<file path="config.mk">
export PLATFORM = sky130hd
export DESIGN_NAME = glitcbus_clock_ctrl
export DESIGN_NICKNAME = d
export VERILOG_FILES = /design/src/rtl/glitcbus_clock_ctrl.sv
export SDC_FILE = /design/constraint.sdc
export NUM_CORES = 1
export LEC_CHECK = 0
export CAP_MARGIN = 25
export CORE_ASPECT_RATIO = 1.5
export CORE_MARGIN = 5
export CORE_UTILIZATION = 54
export DETAILED_ROUTE_END_ITERATION = 8
export GPL_ROUTABILITY_DRIVEN = 0
export HOLD_SLACK_MARGIN = 0.06
export PLACE_DENSITY_LB_ADDON = 0.08
export SLEW_MARGIN = 20
export SYNTH_ARGS = -nofsm -noshare
export SYNTH_HDL_FRONTEND = slang
export SYNTH_SLANG_ARGS = --single-unit
</file>
<file path="constraint.sdc">
create_clock -name GCLK -period 2.5 [get_ports GCLK]
set_input_delay 0.625 -clock GCLK [delete_from_list [all_inputs] [get_ports GCLK]]
set_output_delay 0.625 -clock GCLK [all_outputs]
set_load 0.02 [all_outputs]
</file>
<file path="src/rtl/glitcbus_clock_ctrl.sv">
// GLITC bus clock MMCM bring-up and supervision sequencer, clocked on the
// free-running 16 MHz GCLK (never on the MMCM output).
//
// Ports:
//   GCLK              free-running controller clock
//   nRST              asynchronous active-low reset
//   mmcm_locked_i     MMCM LOCKED, asynchronous, 2-FF synchronized here
//   restart_i         single-cycle request to re-sequence from any state
//   mmcm_rst_o        MMCM RST, registered
//   gb_rst_o          GLITC bus logic reset, active high, registered
//   ready_o           clock locked and stable
//   fault_o           lock never achieved within MAX_RETRIES attempts
//   state_o           current state code
//   retry_count_o     failed lock attempts since last RUN/restart
//   lock_loss_count_o lock losses from RUN/STABLE, saturating
module glitcbus_clock_ctrl #(
  parameter int RST_CYCLES    = 16,
  parameter int LOCK_TIMEOUT  = 16000,
  parameter int STABLE_CYCLES = 256,
  parameter int MAX_RETRIES   = 7
) (
  input  logic       GCLK,
  input  logic       nRST,
  input  logic       mmcm_locked_i,
  input  logic       restart_i,
  output logic       mmcm_rst_o,
  output logic       gb_rst_o,
  output logic       ready_o,
  output logic       fault_o,
  output logic [2:0] state_o,
  output logic [3:0] retry_count_o,
  output logic [7:0] lock_loss_count_o
);

  localparam int TMAX0 =
    (RST_CYCLES > LOCK_TIMEOUT) ? RST_CYCLES : LOCK_TIMEOUT;
  localparam int TMAX =
    (TMAX0 > STABLE_CYCLES) ? TMAX0 : STABLE_CYCLES;
  localparam int TW = (TMAX < 2) ? 1 : $clog2(TMAX);

  localparam logic [TW-1:0] RST_LAST  = TW'(RST_CYCLES - 1);
  localparam logic [TW-1:0] LOCK_LAST = TW'(LOCK_TIMEOUT - 1);
  localparam logic [TW-1:0] STAB_LAST = TW'(STABLE_CYCLES - 1);

  localparam logic [3:0] RETRY_LIMIT =
    (MAX_RETRIES > 15) ? 4'd15 : 4'(MAX_RETRIES);

  typedef enum logic [2:0] {
    ST_RESET     = 3'd0,
    ST_WAIT_LOCK = 3'd1,
    ST_STABLE    = 3'd2,
    ST_RUN       = 3'd3,
    ST_FAULT     = 3'd4
  } state_t;

  state_t        state_q;
  state_t        state_n;
  logic [TW-1:0] timer_q;
  logic [TW-1:0] timer_n;
  logic [TW-1:0] timer_inc;
  logic [3:0]    retry_q;
  logic [3:0]    retry_n;
  logic [3:0]    retry_inc;
  logic [7:0]    loss_q;
  logic [7:0]    loss_n;
  logic [7:0]    loss_inc;
  logic          sync1_q;
  logic          sync2_q;
  logic          locked_s;

  // LOCKED comes from the MMCM with no relation to GCLK.
  always_ff @(posedge GCLK or negedge nRST) begin
    if (!nRST) begin
      sync1_q <= 1'b0;
      sync2_q <= 1'b0;
    end else begin
      sync1_q <= mmcm_locked_i;
      sync2_q <= sync1_q;
    end
  end

  assign locked_s = sync2_q;

  // All counters saturate so they can never wrap.
  always_comb begin
    timer_inc = timer_q;
    if (!(&timer_q)) begin
      timer_inc = timer_q + TW'(1);
    end
  end

  always_comb begin
    retry_inc = retry_q;
    if (!(&retry_q)) begin
      retry_inc = retry_q + 4'd1;
    end
  end

  always_comb begin
    loss_inc = loss_q;
    if (!(&loss_q)) begin
      loss_inc = loss_q + 8'd1;
    end
  end

  always_comb begin
    state_n = state_q;
    timer_n = timer_q;
    retry_n = retry_q;
    loss_n  = loss_q;
    if (restart_i) begin
      // Restart outranks any lock event seen this cycle.
      state_n = ST_RESET;
      timer_n = '0;
      retry_n = '0;
    end else begin
      case (state_q)
        ST_RESET: begin
          if (timer_q == RST_LAST) begin
            state_n = ST_WAIT_LOCK;
            timer_n = '0;
          end else begin
            timer_n = timer_inc;
          end
        end
        ST_WAIT_LOCK: begin
          if (locked_s) begin
            state_n = ST_STABLE;
            timer_n = '0;
          end else if (timer_q == LOCK_LAST) begin
            retry_n = retry_inc;
            timer_n = '0;
            if (retry_inc == RETRY_LIMIT) begin
              state_n = ST_FAULT;
            end else begin
              state_n = ST_RESET;
            end
          end else begin
            timer_n = timer_inc;
          end
        end
        ST_STABLE: begin
          if (!locked_s) begin
            loss_n  = loss_inc;
            state_n = ST_RESET;
            timer_n = '0;
          end else if (timer_q == STAB_LAST) begin
            state_n = ST_RUN;
            timer_n = '0;
            retry_n = '0;
          end else begin
            timer_n = timer_inc;
          end
        end
        ST_RUN: begin
          timer_n = '0;
          if (!locked_s) begin
            loss_n  = loss_inc;
            state_n = ST_RESET;
          end
        end
        ST_FAULT: begin
          timer_n = '0;
        end
        default: begin
          state_n = ST_RESET;
          timer_n = '0;
        end
      endcase
    end
  end

  always_ff @(posedge GCLK or negedge nRST) begin
    if (!nRST) begin
      state_q <= ST_RESET;
      timer_q <= '0;
      retry_q <= '0;
      loss_q  <= '0;
    end else begin
      state_q <= state_n;
      timer_q <= timer_n;
      retry_q <= retry_n;
      loss_q  <= loss_n;
    end
  end

  // Decoded from the next state so outputs move with state_o.
  always_ff @(posedge GCLK or negedge nRST) begin
    if (!nRST) begin
      mmcm_rst_o <= 1'b1;
      gb_rst_o   <= 1'b1;
      ready_o    <= 1'b0;
      fault_o    <= 1'b0;
    end else begin
      mmcm_rst_o <= (state_n == ST_RESET) || (state_n == ST_FAULT);
      gb_rst_o   <= (state_n != ST_RUN);
      ready_o    <= (state_n == ST_RUN);
      fault_o    <= (state_n == ST_FAULT);
    end
  end

  assign state_o           = state_q;
  assign retry_count_o     = retry_q;
  assign lock_loss_count_o = loss_q;

endmodule

</file>
==> impl_results.md, run 1 <==
- Hold path startpoint: sync1_q
- Register clock-pin slew on the reported worst setup and hold paths: 70 ps
- Max-cap viol count: 0
- CP peak stage delay: 670 ps
- Peak Freq: 472 MHz
- Cell variety after synth: 47
- Crit path max-delay family: buffers and inverters
- Number of flops mapped to enable cells by yosys: 0
- Layout Nets: 213
- DRC: 0
- Worst path slowest cell: clkdlybuf4s50_1
- Asr flop ratio synth: 100%
- WS Path Type: flop to output port
- Number of global-route vias before repair: 1,372
- Final Hold Viols: 0
- Area growth from synthesis to layout: 18.1%
- Top cell type's share of synthesized area: 45.5%
- Total gr overflow: 0
- Part of the cycle the worst path needs: 84.7%
- Setup Buffers After CTS: 0
- Synth Net Count: 188
- Final Non-Filler Cells: 247
- Pin count of the biggest net entering global routing: 36
- Req. time, crit path: 1880 ps
- Slew Viols, Final: 0
- P_sw: 225 uW
- Setup crit end kind: output port
- Final Util: 67.2%
- YS warnings: 0
- Io pins: 23
- RSZ-0062 raised after global routing: no
- Yosys reg bits: 35
- Die width: 57.3 um
- CTS tree: built
- Clock root cell: clkbuf_8
- Synth area leader: dfrtp_1
- Synth top area cells: dfrtp_1, nor2_1, nand4_1, xnor2_1, xor2_1
- Synth Cell Area: 1820 um^2
- IO Port Bufs: 22
- Fin Hold WS: 355 ps
- DPL Wire Length: 2650 um
- Gr usage total: 17.6%
- Cells along the critical path: clkdlybuf4s50_1
- Clock Skew: 7.87 ps
- Slew HR: 67.6%
- Clock group share of total power: 38.2%
- Commonest non-fill, non-tap cell in the layout: dfrtp_1
- Cell Pwr Density: 471 nW/um^2
- Die footprint: 4650 um^2
- Via count: 1,446
- Clock Path Buffers: 2
- Final min period: 2120 ps
- Combinational power share: 4.4%
- Crit path from: state_o[2]
- Total CTS buffers: 5
- First-pass GRT wire length: 6350 um
- Worst-Skew Late Latency: 280 ps
- Power Total: 1010 uW
- Seq/Total Area, Yosys: 48.4%
- P_int: 785 uW
- Clk sinks: 35
- # hold bufs at CTS: 0
- Vias per cell: 5.85
- Final antenna-violating net count: 0
- Fill count: 274
- Core ar.: 3190 um^2
- Sequential share of power: 57.5%
- Starting Density: 56.9%
- Initial antenna violation count: 0
- Placed insts: 239
- Post-Syn Instances: 181
- DIE HEIGHT: 81.0 um
- Leakage: 0.000899 uW
- Num rows: 25
- Status: finished clean
- DRC violation total after the first TritonRoute iteration: 30
- Max VDD drop: 0.000496 V
- Start of the worst register-to-register path: timer_q[0]
- Final WL: 3690 um
- ANT cells: 0
- Slew @ Worst Pin: 484 ps
- CTS-repair resized insts: 0
- Post-route setup TNS: 0 ps
- DR pass1 iterations: 4
- Critical-path maximum fanout: 11
- Critical Path Start Type: flop
- Mean Syn Cell Area: 10.0 um^2
- WL per Instance: 14.9 um
- H-Tree Depth: 2
- Switch share: 22.3%
- Hold Path Class: flop to flop
- Most frequent cells in the layout: dfrtp_1, nor2_1, clkdlybuf4s50_1
- Main synth FF type: dfrtp_1
- # setup viols final: 0
- Share of layout cells above drive strength 1: 8.21%
- CP Buf/Inv Count: 1
- CP arrival: 1490 ps
-- synth_stat cells (all sizes together), types with 2 or more instances --
cell	number
xnor2	7
and3	5
nor4	3
xor2	7
nand4	11
and4	4
inv	4
dfrtp	33
a21oi	3
ha	3
nand2b	3
o21ai	5
o31a	2
nand3	10
a211oi	5
and4b	2
nand2	12
mux2i	2
nor3	6
nor3b	2
clkbuf	3
or3	3
dfstp	2
buf	3
nor2	24
-- final timing paths --
check / to / slack (ps) / depth (start not counted)
min in group asynchronous: retry_count_o[2] / 750 / 2
max in group asynchronous: gb_rst_o / 1420 / 2
max reg2reg: timer_q[4] / 410 / 6
min: locked_s / 350 / 0
min reg2reg: locked_s / 350 / 0
max: state_o[2] / 380 / 1
-- kinds of logic (layout without fill, tap and decap cells) --
group           after synthesis  in the layout  synth area share, %
simple gates                 93             93                 28.1
flops                        35             35                 48.4
compound gates               24             24                 10.6
xor+xnor                     14             14                 6.75
buf+inv                      10             36                 2.96
fa+ha+maj                     3              3                 2.07
mux                           2              2                 1.10
-- through the flow --
stage                     area (um^2)  setup WS [ps]
after detailed placement         2060            352
after global placement           2060            385
after global routing             2140            247
after CTS                        2140            376
after floorplan                  1820            523
final                            2140            382
-- layer usage --
layer | up-vias | wire, um | GRT usage, %
met5 | - | 0 | 0
met4 | 0 | 68 | 8.12
met3 | 7 | 141 | 3.66
met2 | 28 | 1960 | 30.8
met1 | 701 | 1510 | 20.4
li1 | 710 | - | -
-- power groups by stage --
stage | Clock (uW) | Combinational [uW] | Sequential (uW)
finish | 386 | 43.9 | 580
global placement | 0 | 43.3 | 590
global route | 426 | 50.9 | 581
floorplan | 0 | 21.6 | 590
CTS | 400 | 45.4 | 580
detailed placement | 0 | 45.5 | 591
-- registers in the layout, indices dropped and copies added (netlist names) --
name               count
gb_rst_o               1
retry_count_o          4
lock_loss_count_o      8
mmcm_rst_o             1
fault_o                1
timer_q               14
sync1_q                1
ready_o                1
state_o                3
locked_s               1
-- cell type report --
class,instances,area (um^2),share of cell area [%]
tap,40,50.0,2.34
inverter,4,15.0,0.701
multi-input combinational,136,883,41.2
sequential,35,878,41.0
timing repair buffer,24,235,11.0
clock buffer,7,76.3,3.56
clock inverter,1,5.00,0.234
Power figures use the tool's default switching activity.
==> run 2: changes to the inputs <==
Clock period 2.5 ns to 2 ns, I/O delays scaled along.
==> impl_results.md, run 2 (same netlist as run 1, synthesis figures left out) <==
- Fin area: 2250 um^2 (+4.8%)
- Cell Pwr Density: 583 nW/um^2 (+24%)
- Leakage: 0.000971 uW (+8.0%)
- Cells along the critical path: clkdlybuf4s50_1
- Die footprint: 4650 um^2 (unchanged)
- Hold Path Class: flop to flop
- Req. time, crit path: 1500 ps (-380 ps)
- Peak Freq: 521 MHz
- Number of global-route vias before repair: 1,480 (+7.9%)
- Multi-input gate area: 921 um^2 (+4.2%)
- # setup viols final: 0 (unchanged)
- Max VDD drop: 0.000590 V (+19%)
- Clock Path Buffers: 2 (unchanged)
- Commonest non-fill, non-tap cell in the layout: dfrtp_1
- ANT cells: 0 (unchanged)
- Placed insts: 245 (+2.5%)
- Register area: 878 um^2 (unchanged)
- Gr usage total: 17.9% (+0.28 points)
- Post-route setup TNS: 0 ps (unchanged)
- First-pass GRT wire length: 6540 um (+2.9%)
- DRC violation total after the first TritonRoute iteration: 65 (+120%)
- Clock Skew: 10.5 ps (+2.63 ps)
- Reg2Reg Depth: 6 (unchanged)
- Final WL: 3890 um (+5.5%)
- Largest register FFs: 14 (unchanged)
- Stages on worst setup path: 1 (unchanged)
- DRC: 0 (unchanged)
- Pin count of the biggest net entering global routing: 36 (unchanged)
- DR pass1 iterations: 4 (unchanged)
- Slew @ Worst Pin: 426 ps (-57.9 ps)
- Register clock-pin slew on the reported worst setup and hold paths: 60 ps (about the same)
- CTS tree: built
- DIE HEIGHT: 81.0 um (unchanged)
- Layout Nets: 221 (+3.8%)
- Top reg by flops: timer_q
- DPL Wire Length: 2670 um (+0.97%)
- Clk sinks: 35 (unchanged)
- Final Hold Viols: 0 (unchanged)
- Total CTS buffers: 5 (unchanged)
- Crit path from: state_o[1]
- WL per Instance: 15.2 um (+2.2%)
- Share of layout cells above drive strength 1: 14.9% (+6.7 points)
- Final min period: 1920 ps
- Slew HR: 71.6% (+4.0 points)
- Initial antenna violation count: 0 (unchanged)
- # hold bufs at CTS: 0 (unchanged)
- CP endpoint: state_o[1]
- Crit path max-delay family: buffers and inverters
- Status: finished clean
- Total gr overflow: 0 (unchanged)
- R2R Path End: timer_q[2]
- WS Path Type: flop to output port
- Fill count: 256 (-6.6%)
- Worst path slowest cell: clkdlybuf4s50_1
- Final antenna-violating net count: 0 (unchanged)
- Critical-path maximum fanout: 9 (-2)
- Slew Viols, Final: 0 (unchanged)
- IO Port Bufs: 22 (unchanged)
- Via count: 1,507 (+4.2%)
- Clock root cell: clkbuf_8
- Reg-to-reg slack, setup: 80 ps (-330 ps)
- Most frequent cells in the layout: dfrtp_1, nor2_1, clkdlybuf4s50_1
- Io pins: 23 (unchanged)
- RSZ-0062 raised after global routing: no
- CP Buf/Inv Count: 1 (unchanged)
- Placed cell area: 2110 um^2 (+2.2%)
- CP arrival: 1420 ps (-70 ps)
- Core ar.: 3190 um^2 (unchanged)
- Start of the worst register-to-register path: timer_q[0]
- CP peak stage delay: 660 ps (about the same)
- Critical Path Start Type: flop
- Vias per cell: 5.91 (+0.95%)
- Num rows: 25 (unchanged)
- Max-cap viol count: 0 (unchanged)
- Setup crit end kind: output port
- H-Tree Depth: 2 (unchanged)
- Starting Density: 56.9% (unchanged)
- Die width: 57.3 um (unchanged)
- Worst-Skew Late Latency: 290 ps (about the same)
- Part of the cycle the worst path needs: 96.0%
- Final Non-Filler Cells: 255 (+3.2%)
- Area growth from synthesis to layout: 23.7%
-- run 2: worst reg2reg max path: cells and delay by family, from the launching register on --
kind                     cells  cell delay [ps]
flip-flops                   1              380
AND/OR/NAND/NOR              3              760
AO/OA/AOI/OAI                2              480
adder cells (fa/ha/maj)      1              210
-- run 2: what timing repair did --
item                                    in CTS  in global routing
resized for setup                            0                  7
endpoints found under the hold margin        0                  0
endpoints found under the setup margin       0                 10
setup buffers                                0                  1
-- run 2: area by class of cell --
type	count	share of cell area, %
clock buffer	7	3.84
inverter	4	0.669
multi-input combinational	137	41.0
clock inverter	1	0.223
tap	40	2.23
timing repair buffer	31	12.9
sequential	35	39.1
-- run 2: routing by layer --
metal  track usage, %  routed length [um]
met1             20.2                1620
met2             31.8                2060
met3             5.41                 153
met4             5.80                  53
met5                0                   0
-- run 2: through the flow --
stage	power [uW]	util, %	hold slack [ps]	setup slack, ps
2_1_floorplan	764	-	204	23.0
3_3_place_gp	797	66.0	334	60.6
3_5_place_dp	800	66.0	350	5.09
4_1_cts	1320	68.9	365	18.8
5_1_grt	1370	70.4	370	18.7
6_report	1310	70.4	357	80.2
-- run 2: worst min-delay path by stage --
stage | start | end | slack (ps) | cells past startpoint
after floorplan | nRST | fault_o | 200 | 0
after global placement | sync1_q | locked_s | 330 | 0
after detailed placement | sync1_q | locked_s | 350 | 0
after CTS | sync1_q | locked_s | 360 | 0
after global routing | sync1_q | locked_s | 370 | 0
final | sync1_q | locked_s | 360 | 0
-- run 2: power breakdown --
group          leakage (uW)  switching, uW  total (uW)  internal [uW]
sequential         0.000475           6.68         723            716
combinational      0.000448           40.7        69.8           29.1
clock             0.0000482            238         516            277
total              0.000971            286        1310           1020
==> run 3: changes to the inputs <==
Settings changed: CTS_CLUSTER_DIAMETER from default to 30.
==> results of run 3 <==
Final layout, timing and power as in run 2 (identical DEF).
==> RTL edit, RTL diff (settings of run 2) <==
The output `fault_o` loses its register stage (`fault_o` becomes a continuous assignment).
--- a/src/rtl/glitcbus_clock_ctrl.sv
+++ b/src/rtl/glitcbus_clock_ctrl.sv
@@ -191,12 +191,12 @@
       gb_rst_o   <= 1'b1;
       ready_o    <= 1'b0;
-      fault_o    <= 1'b0;
     end else begin
       mmcm_rst_o <= (state_n == ST_RESET) || (state_n == ST_FAULT);
       gb_rst_o   <= (state_n != ST_RUN);
       ready_o    <= (state_n == ST_RUN);
-      fault_o    <= (state_n == ST_FAULT);
-    end
-  end
+    end
+  end
+
+  assign fault_o = (state_n == ST_FAULT);
 
   assign state_o           = state_q;
Check against the original RTL: no difference found for any inputs over 10 cycles, from zero or initial values and one cycle with nRST low; that may be too few to reach the edited logic, so the function may still have changed.
==> RTL edit against run 2 <==
The flow now finishes with violations (setup timing). Combinational power rose by 20%. First-iteration DRC count grew 4.6%. Maximum frequency is 16% lower. Sequential cell count down 1. Area after synthesis fell by 1.4%. Register-to-register slack lost 90 ps. Power up 1.8%. Sequential share of layout area decreased by 5.7 points. Critical path depth rose by 5. Worst setup slack lost 360 ps. Final area increased by 14%. Count of clock-buffer cells in the layout decreased by 1. Routed wire length grew 24%. Largest cell class unchanged.
==> RTL edit: results (changes against run 2) <==
The wire length of the first global-routing pass is 8120 um (+24%). The leakage power total is 1.14 nW (+17%). The slowest stage of the critical path is the dfrtp_1 cell. The length of routed wiring on met1 is 1830 um (+13%). The mean number of vias per cell came out at 5.94 (+0.53%). The library cell used as clock root buffer is clkbuf_8. The path depth of the worst reg2reg path is 7 (+1). The initial detailed-routing violation count is 68 (+4.6%).

The met3 layer wire length in the routed design is 209 um (+37%). The number of post-CTS setup repair buffers came out at 3 (+3). The least setup slack across all paths after layout is -280 ps (-360 ps). The number of placed cells counting well taps came out at 274 (+12%). The flow ran to the end, but the final reports show violations. The post-layout net count came out at 254 (+15%).

The number of endpoints failing setup at the final stage is 2 (+2). The checks that failed: setup timing. The sum of net half-perimeters after detailed placement came out at 3190 um (+19%). The met3 track demand over resource in global routing came out at 6.11% (+0.70 points). The met2 routing resource usage after global routing came out at 41.5% (+9.7 points). The share of synthesized area occupied by flip-flops and latches came to 47.7% (-0.72 points). The count of cells resized by post-cts repair was 13 (+13). The fraction of synthesized cell area in xor and xnor cells is 6.85% (+0.094 points). The routed wire length came out at 4820 um (+24%). The first-pass iteration count of the detailed router came out at 4 (unchanged). The number of global-route vias before repair is 1779 (+20%). The pin count of the biggest net entering global routing was 35 (-2.8%). In this run the critical register-to-register path is captured at timer_q[8]$_DFF_PN0_. The worst register-to-register path begins at timer_q[1]$_DFF_PN0_. The post-synthesis cell count came out at 180 (-0.55%). The commonest cells after synthesis are 32 x dfrtp_1, 24 x nor2_1, 12 x nand2_1, 11 x nand4_1, 10 x nand3_1. The multiplexer fraction of the synthesized cell area was 1.12% (+0.015 points). The data arrival time of the worst path came out at 1780 ps (+360 ps). The share of the synthesized area in compound gates (AO/OA/AOI/OAI) was 10.8% (+0.15 points). The register-to-register setup slack came to -10 ps (-90 ps). The overall fraction of global-route tracks in use came out at 23.1% (+5.2 points).

In this run the worst setup path begins at timer_q[8]$_DFF_PN0_. The total via count after detailed routing is 1711 (+14%). The layout cell share with drive strength beyond 1 is 31.0% (+16 points). The amount of wire on met2 after detailed routing came to 2650 um (+28%). The startpoint identified for the worst hold timing path is sync1_q$_DFF_PN0_.

For hold timing, the worst endpoint is locked_s$_DFF_PN0_. Counting flops per register, the top entry is timer_q. The largest fanout of any net on the critical path is 2 (-7).

Among the stages of the critical path, the cell type that occurs most often is nor2_4. The area share of fa/ha/maj cells after synthesis was 2.10% (+0.029 points). The net count after synthesis was 187 (-0.53%). The setup TNS came out at -289 ps (-289 ps). Ranked by total cell area, the synthesized netlist is headed by dfrtp_1 45%, nor2_1 5.0%, nand4_1 3.8%. The worst IR drop on VDD came out at 0.639 mV (+8.4%). The peak per-stage delay on the critical path came out at 390 ps (-270 ps). The worst hold slack was 351 ps (-6.21 ps). The worst slack at placement came to -406 ps (-412 ps). The cell area reported after detailed placement came to 0.00233 mm^2 (+11%). The most critical setup path has its endpoint at fault_o. The worst clock skew on the final layout came out at 2.43 ps (-8.07 ps). The worst max-slew margin expressed relative to the limit is 71.1% (-0.46 points). The global routing usage on met1 is 24.2% (+4.0 points).
## RTL edit: cell types whose count changed after synthesis
cell	before	now
dfrtp_1	33	32
## RTL edit: where the power goes
group / switching (mW) / internal (mW) / leakage (nW)
clock network: 0.264 / 0.283 / 0.0478
logic: 0.0461 / 0.0377 / 0.630
registers: 0.00536 / 0.695 / 0.459
total: 0.316 / 1.02 / 1.14
## RTL edit: worst max-delay path, delay by kind of cell (launching register included)
kind | cells | cell delay (ps)
buffers and inverters | 1 | 120
flip-flops | 1 | 390
AND/OR/NAND/NOR | 4 | 830
AO/OA/AOI/OAI | 1 | 150
## RTL edit: cell type report
type / instances / area, um^2
clock inverters: 2 / 16.3
flip-flops and latches: 34 / 855
inverters: 4 / 15.0
fillers: 221 / 632
clock buffers: 6 / 82.6
repair buffers: 65 / 556
well taps: 40 / 50.0
multi-input cells: 137 / 985
